===== src/rtl/alu_sequencer.sv =====
// alu_sequencer
//   Sequences one operation at a time through an external combinational ALU.
//   A request is accepted in IDLE, the operands and one-hot select are held
//   steady while the ALU settles (one cycle, or MULDIV_WAIT extra cycles for
//   MUL/DIV), and the ALU outputs are then captured into the result registers.
//
// Ports
//   clock, clear          rising-edge clock, synchronous active-high reset
//   op_valid/op_ready     request handshake (ready only while idle)
//   op_code, op_a, op_b   operation select (0..12) and operands
//   alu_instruc           one-hot ALU select, zero while idle
//   alu_a, alu_b          latched operands presented to the ALU
//   alu_result(_hi)       ALU low/high result, alu_carry adder carry-out
//   z_lo, z_hi, z_carry   captured results
//   done                  one-cycle completion pulse
//   illegal               one-cycle pulse for rejected op_code 13..15
//   div_zero              one-cycle pulse, DIV by zero (coincides with done)
module alu_sequencer #(
    parameter int WIDTH       = 32,
    parameter int MULDIV_WAIT = 4
) (
    input  logic             clock,
    input  logic             clear,
    input  logic             op_valid,
    output logic             op_ready,
    input  logic [3:0]       op_code,
    input  logic [WIDTH-1:0] op_a,
    input  logic [WIDTH-1:0] op_b,
    output logic [12:0]      alu_instruc,
    output logic [WIDTH-1:0] alu_a,
    output logic [WIDTH-1:0] alu_b,
    input  logic [WIDTH-1:0] alu_result,
    input  logic [WIDTH-1:0] alu_result_hi,
    input  logic             alu_carry,
    output logic [WIDTH-1:0] z_lo,
    output logic [WIDTH-1:0] z_hi,
    output logic             z_carry,
    output logic             done,
    output logic             illegal,
    output logic             div_zero
);

    localparam logic [3:0] OP_ADD  = 4'd2;
    localparam logic [3:0] OP_SUB  = 4'd3;
    localparam logic [3:0] OP_MUL  = 4'd4;
    localparam logic [3:0] OP_DIV  = 4'd5;
    localparam logic [3:0] OP_LAST = 4'd12;
    localparam logic [3:0] WAIT_INIT = 4'(MULDIV_WAIT);

    typedef enum logic [1:0] {
        S_IDLE,
        S_EXEC,
        S_WAIT,
        S_CAPT
    } state_t;

    state_t     state;
    logic [3:0] op_q;
    logic [3:0] cnt;
    logic       is_muldiv;
    logic       div_by_zero;

    assign op_ready    = (state == S_IDLE);
    assign is_muldiv   = (op_q == OP_MUL) || (op_q == OP_DIV);
    // Divisor is checked on the latched operand, so later op_b changes are irrelevant.
    assign div_by_zero = (op_q == OP_DIV) && (alu_b == '0);

    always_ff @(posedge clock) begin
        if (clear) begin
            state       <= S_IDLE;
            op_q        <= '0;
            cnt         <= '0;
            alu_instruc <= '0;
            alu_a       <= '0;
            alu_b       <= '0;
            z_lo        <= '0;
            z_hi        <= '0;
            z_carry     <= 1'b0;
            done        <= 1'b0;
            illegal     <= 1'b0;
            div_zero    <= 1'b0;
        end else begin
            done     <= 1'b0;
            illegal  <= 1'b0;
            div_zero <= 1'b0;
            case (state)
                S_IDLE: begin
                    if (op_valid) begin
                        if (op_code <= OP_LAST) begin
                            op_q        <= op_code;
                            alu_a       <= op_a;
                            alu_b       <= op_b;
                            alu_instruc <= 13'd1 << op_code;
                            state       <= S_EXEC;
                        end else begin
                            // Rejected without touching operands or results.
                            illegal <= 1'b1;
                        end
                    end
                end
                S_EXEC: begin
                    if (is_muldiv && !div_by_zero) begin
                        cnt   <= WAIT_INIT;
                        state <= S_WAIT;
                    end else begin
                        state <= S_CAPT;
                    end
                end
                S_WAIT: begin
                    // Counter starts at MULDIV_WAIT, so the exit at 1 gives exactly
                    // MULDIV_WAIT cycles in this state.
                    cnt <= cnt - 4'd1;
                    if (cnt == 4'd1) begin
                        state <= S_CAPT;
                    end
                end
                S_CAPT: begin
                    state       <= S_IDLE;
                    alu_instruc <= '0;
                    done        <= 1'b1;
                    if (div_by_zero) begin
                        z_lo     <= '1;
                        z_hi     <= alu_a;
                        z_carry  <= 1'b0;
                        div_zero <= 1'b1;
                    end else begin
                        z_lo <= alu_result;
                        if (is_muldiv) begin
                            z_hi <= alu_result_hi;
                        end
                        z_carry <= ((op_q == OP_ADD) || (op_q == OP_SUB)) ? alu_carry : 1'b0;
                    end
                end
                default: state <= S_IDLE;
            endcase
        end
    end

endmodule


===== config.mk =====
export PLATFORM = sky130hd
export DESIGN_NAME = alu_sequencer
export DESIGN_NICKNAME = d
export VERILOG_FILES = /design/src/rtl/alu_sequencer.sv
export SDC_FILE = /design/constraint.sdc
export NUM_CORES = 1
export LEC_CHECK = 0
export ABC_CLOCK_PERIOD_IN_PS = 4900
export CORE_MARGIN = 2
export CORE_UTILIZATION = 45
export CTS_CLUSTER_SIZE = 8
export DETAILED_ROUTE_END_ITERATION = 16
export PLACE_DENSITY = 0.86
export SKIP_CTS_REPAIR_TIMING = 1
export SLEW_MARGIN = 30
export SYNTH_ARGS = -nofsm -noshare
export SYNTH_HDL_FRONTEND = slang
export SYNTH_SLANG_ARGS = --single-unit
export TNS_END_PERCENT = 30

===== constraint.sdc =====
create_clock -name clock -period 4.9 [get_ports clock]
set_input_delay 1.225 -clock clock [delete_from_list [all_inputs] [get_ports clock]]
set_output_delay 1.225 -clock clock [all_outputs]
set_load 0.02 [all_outputs]

==> reports/metrics.csv, run 1 <==
metric;value;unit
outcome;finished clean;
path_max_fanout;46;
ys_seq_area_share;50.97;%
muxShareOfSynthArea;5.610;%
cts_buffers;17;
antenna_found_initial;0;
worst_pin_slew;0.9548;ns
final_cell_area;0.009557;mm^2
ant_nets;0;
async_flop_share;0;%
synth_top_family_by_area;simple AND/OR/NAND/NOR gates;
synth_top_area_cell;dfxtp_1;
fin_crit_sh;66.24;%
startpoint;op_code[1];
worst_slack;1.654;ns
routedWlPerCell;16.57;um
grt_overflow;0;
start_util;45.98;%
rows;42;
critPathLaunchType;input pin;
clock_skew;0.009445;ns
hold_violations;0;
vdd_drop_max;275.8;uV
critPathMaxStageDelay;0.61;ns
criticalPathCategory;in -> reg;
track_usage;26.21;%
crit_slowest_cell;clkdlybuf4s50_1;
maxCapViolations;0;
first_pass_iters;4;
routabilityCongestion;0.8327;
grt_pass1_vias;5862;
wirelength;19.32;mm
drive_above_1_share;4.747;%
htree_levels;4;
min_path_type;reg -> reg;
ys_ff_latch;155;
cts-root-buf;clkbuf_16;
netlist_area;0.006088;mm^2
worstPathCellList;clkdlybuf4s50_1 -> o211ai_1 -> nand3_2 -> buf_12 -> nor4_1 -> a21oi_1 -> nor2_1;
synth-compound-area-share;13.01;%
synth_top_area_share;50.97;%
n_antenna_cell;0;
core_area;0.01324;mm^2
dp_hpwl;13.26;mm
clock-sinks;155;
clk_latency;0.42;ns
viasPerCell;5.176;
synthAdderAreaFrac;1.233;%
finalSetupViolations;0;
cp.required;5.25;ns
synthXorXnorAreaFrac;0;%
die_width;120.3;um
utilization;72.17;%
cts_buffer_depth;2;
rsz0062_at_grt;false;
netlist_instances;727;
vias;6035;
finalMaxSlewViolations;0;
area.sequential;0.003103;mm^2
powerDensity;437.8;mW/mm^2
place_ws;1.271;ns
post-route-min-period;3.246;ns
die_h;120.3;um
syn2layout_area_growth;56.97;%
ys_types;39;
power.leakage;0.003304;uW
clk_pin_slew;0.06;ns
setup_tns;0;ns
synthTopCellsByArea;dfxtp_1 (51%), nand2_1 (8.8%), a21oi_1 (6.7%), nor3_1 (5.7%), mux2i_1 (5.4%);
r2r-start;alu_b[20];
fillers;1014;
dpl_cell_area;0.008962;mm^2
drtIter0Drc;351;
fmax;0.3081;GHz
yosys_warnings;0;
drc;0;
dieArea;0.01448;mm^2
end_kind;flip-flop;
portBuffers;281;
grt_pass1_wl;29.97;mm
max-slew-margin-rel;36.34;%
grt_max_degree;88;
syn_nets;869;
io_pins;282;
hp-start;alu_instruc[12];
synth.avg_cell_area;8.375;um^2
whs;0.4519;ns
worst_ep_arrival_time;3.60;ns
synth_edf_count;0;
multiInputGateArea;0.002694;mm^2
tritoncts;yes;
synth-main-ff-cell;dfxtp_1;
synth-simple-area-share;23.92;%
nNetsFinal;1119;
regToRegSetupSlack;2.34;ns
==> synth_stat cells, types with 2 or more instances <==
| library cell | count |
|---|---|
| o21ai_0 | 2 |
| nor4_1 | 11 |
| nand3_1 | 5 |
| a21oi_1 | 81 |
| clkbuf_1 | 46 |
| or3_1 | 3 |
| o211ai_1 | 3 |
| a211oi_1 | 32 |
| nand2b_1 | 2 |
| nor3b_1 | 2 |
| nand4_1 | 3 |
| inv_1 | 10 |
| nor2b_1 | 2 |
| nor3_1 | 69 |
| ha_1 | 6 |
| o2111ai_1 | 2 |
| o221a_2 | 2 |
| nor2_1 | 83 |
| dfxtp_1 | 155 |
| buf_12 | 3 |
| o41ai_1 | 2 |
| o31ai_1 | 2 |
| buf_2 | 7 |
| mux2i_1 | 33 |
| nor4b_1 | 5 |
| nand2_1 | 143 |
==> through the flow <==
step / power [uW] / cells
global route: 4397 / 1166
detailed placement: 2888 / 1134
floorplan: 2293 / 727
CTS: 4210 / 1166
finish: 4184 / 1166
global placement: 2864 / 1134
==> flip-flops by register name (all words and copies together) (netlist names) <==
name / cells
done: 1
alu_b: 32
op_q: 4
state: 2
alu_instruc: 13
z_hi: 32
illegal: 1
z_lo: 32
div_zero: 1
cnt: 4
z_carry: 1
alu_a: 32
==> final timing paths <==
| path | end | depth (start not counted) |
|---|---|---|
| setup / recovery | alu_instruc[0] | 7 |
| hold / removal | alu_instruc[12] | 2 |
| setup reg to reg | z_hi[6] | 6 |
| hold reg to reg | alu_instruc[12] | 2 |
==> cell usage in the layout, fill, tap and decap left out, types with 11 or more instances in the layout <==
cell type	n
nor4_1	11
mux2i_1	33
nor3_1	69
a211oi_1	32
dfxtp_1	155
clkbuf_16	17
clkdlybuf4s50_1	280
a21oi_1	81
nand2_1	143
nor2_1	82
==> cells by family (layout without fill, tap and decap cells) <==
kind of cell               after synthesis  count (layout)
AOI/OAI and AO/OA                      131             131
adders and majority gates                6               6
buffers and inverters                   68             331
DFF                                    155             155
muxes                                   34              34
and+or+nand+nor                        333             333
==> layout make-up <==
cell class | instances | share of cell area [%]
clock buffer | 20 | 4.674
clock inverter | 12 | 1.545
sequential | 155 | 32.47
multi-input combinational | 504 | 28.19
timing repair buffer | 289 | 30.43
tap | 176 | 2.304
inverter | 10 | 0.3928
==> layer usage <==
metal / vias up / GRT usage (%) / part of all wire (%)
li1: 2993 / - / -
met1: 2784 / 30.08 / 40
met2: 226 / 45.85 / 50
met3: 32 / 7.925 / 7.7
met4: 0 / 9.884 / 2.2
met5: - / 0 / 0
==> where the power goes <==
part	total, uW	internal, uW	switching, uW
registers	1570	1440	138
logic	1300	577	720
clock network	1310	811	504
==> worst max-delay path: cells and delay by family <==
| kind | cells | cell delay, ns |
|---|---|---|
| AND/OR/NAND/NOR | 3 | 0.82 |
| AO/OA/AOI/OAI | 2 | 0.55 |
| buffers and inverters | 2 | 0.99 |
Power figures use the tool's default switching activity.
==> run 2, diff against run 1 <==
ABC_CLOCK_PERIOD_IN_PS = 2700   (was 4900)
CORE_UTILIZATION = 37   (was 45)
PLACE_DENSITY = 0.76   (was 0.86)
clock period = 2.7 ns   (was 4.9 ns; I/O delays follow)
==> run 2 against run 1 <==
Against the previous run:
- clock power increased by 93%
- utilization decreased by 11 points
- first-iteration DRC count increased by 6.6%
- via count increased by 0.80%
- critical endpoint is now op_ready
- highest routed layer unchanged
==> reports/metrics.csv, run 2 (same netlist as run 1, synthesis figures left out) <==
metric;value;unit;change
viasPerCell;5.011;;was 5.176
rows;46;;was 42
start_util;38.05;%;was 45.98%
cts_buffers;17;;unchanged
area.sequential;0.003103;mm^2;unchanged
fmax;0.3926;GHz;
setup_tns;0;ns;unchanged
die_h;132.3;um;was 120.3 um
power.leakage;0.003348;uW;was 0.003304 uW
regToRegSetupSlack;0.42;ns;was 2.34 ns
fin_crit_sh;94.34;%;
track_usage;21.02;%;was 26.21%
rsz0062_at_grt;false;;unchanged
min_path_cells;2;;unchanged
hold_violations;0;;unchanged
nNetsFinal;1127;;was 1119
clk_latency;0.42;ns;about the same
criticalPathCategory;reg -> out;;was in -> reg
cts_buffer_depth;2;;unchanged
critPathLaunchType;flip-flop;;was input pin
clk_pin_slew;0.06;ns;about the same
finalMaxSlewViolations;0;;unchanged
first_pass_iters;5;;was 4
total_power;7762;uW;was 4184 uW
fillers;1436;;was 1014
maxCapViolations;0;;unchanged
die_width;132.3;um;was 120.3 um
r2r-end;z_hi[29];;was z_hi[6]
drive_above_1_share;5.511;%;was 4.747%
max-slew-margin-rel;60.02;%;was 36.34%
clock_skew;0.005979;ns;was 0.009445 ns
internal_power;5276;uW;was 2823 uW
routabilityCongestion;0.8354;;was 0.8327
core_area;0.01600;mm^2;was 0.01324 mm^2
final_common_cell;clkdlybuf4s50_1;;unchanged
whs;0.4569;ns;was 0.4519 ns
end_kind;output port;;was flip-flop
ant_nets;0;;unchanged
wirelength;18.96;mm;was 19.32 mm
powerDensity;798.1;mW/mm^2;was 437.8 mW/mm^2
tritoncts;yes;;unchanged
p_comb_share;30.9;%;was 31.0%
antenna_found_initial;0;;unchanged
r2r-start;alu_b[20];;unchanged
pwr-share-seq;36.5;%;was 37.6%
worst_pin_slew;0.5943;ns;was 0.9548 ns
routedWlPerCell;15.62;um;was 16.57 um
swShare;32.02;%;was 32.53%
power.switching;2485;uW;was 1361 uW
htree_levels;4;;unchanged
grt_pass1_wl;29.55;mm;was 29.97 mm
pwr-share-clk;32.6;%;was 31.4%
cp.required;2.03;ns;was 5.25 ns
r2r_cells;6;;unchanged
vdd_drop_max;478.7;uV;was 275.8 uV
mostFrequentLayoutCells;clkdlybuf4s50_1 (280), dfxtp_1 (155), nand2_1 (143);;unchanged
drtIter0Drc;374;;was 351
outcome;finished clean;;unchanged
multiInputGateArea;0.002694;mm^2;unchanged
n_antenna_cell;0;;unchanged
worst_ep_arrival_time;1.87;ns;was 3.60 ns
portBuffers;281;;unchanged
finalSetupViolations;0;;unchanged
vias;6083;;was 6035
io_pins;282;;unchanged
syn2layout_area_growth;59.74;%;was 56.97%
dieArea;0.01750;mm^2;was 0.01448 mm^2
drc;0;;unchanged
dp_hpwl;13.14;mm;was 13.26 mm
clock-sinks;155;;unchanged
min_to;op_q[0];;was alu_instruc[12]
grt_pass1_vias;5595;;was 5862
cts-root-buf;clkbuf_16;;unchanged
min_path_type;reg -> reg;;unchanged
path_max_fanout;8;;was 46
grt_max_degree;77;;was 88
hp-start;op_q[0];;was alu_instruc[12]
post-route-min-period;2.547;ns;
grt_overflow;0;;unchanged
[run 2: area by class of cell]
class	instances	share of cell area, %
Timing Repair Buffer	297	30.77
Tap cell	216	2.779
Inverter	10	0.3860
Multi-Input combinational cell	504	27.70
Clock inverter	11	1.724
Sequential cell	155	31.91
Clock buffer	21	4.734
[run 2: layer usage]
metal,up-vias,global-route usage (%),share of wire [%]
met2,244,33.54,46
met5,-,0,0
met1,2777,25.99,42
met3,44,6.382,7.9
met4,0,10.04,3.5
li1,3018,-,-
[run 2: per-stage QoR]
step	utilization (%)	cell area (um^2)	instances	setup WS (ns)
floorplan	-	6088	727	0.6317
global placement	56.86	9097	1182	0.2574
detailed placement	56.86	9097	1182	0.2476
CTS	60.78	9726	1214	0.1097
global route	60.78	9726	1214	0.04041
finish	60.78	9726	1214	0.1529
[run 2: how the worst max path moves through the flow]
stage                           to  slack [ns]  startpoint
finish                    op_ready        0.15    state[0]
floorplan           alu_instruc[6]        0.63  op_code[2]
global route              op_ready        0.04    state[0]
detailed placement  alu_instruc[8]        0.25  op_code[0]
CTS                       op_ready        0.11    state[0]
global placement    alu_instruc[8]        0.26  op_code[0]
[run 2: power by group through the flow]
stage | combinational, uW | clock (uW) | sequential (uW)
6_report | 2400 | 2530 | 2830
3_3_place_gp | 2370 | 0 | 2870
2_1_floorplan | 1000 | 0 | 3160
3_5_place_dp | 2400 | 0 | 2880
4_1_cts | 2410 | 2580 | 2830
5_1_grt | 2610 | 2690 | 2880
[run 2: worst max-delay path, cell delays in order (launching register included)]
cell	delay, ns
dfxtp_1	0.33
inv_1	0.10
ha_1	0.36
clkdlybuf4s50_1	0.67
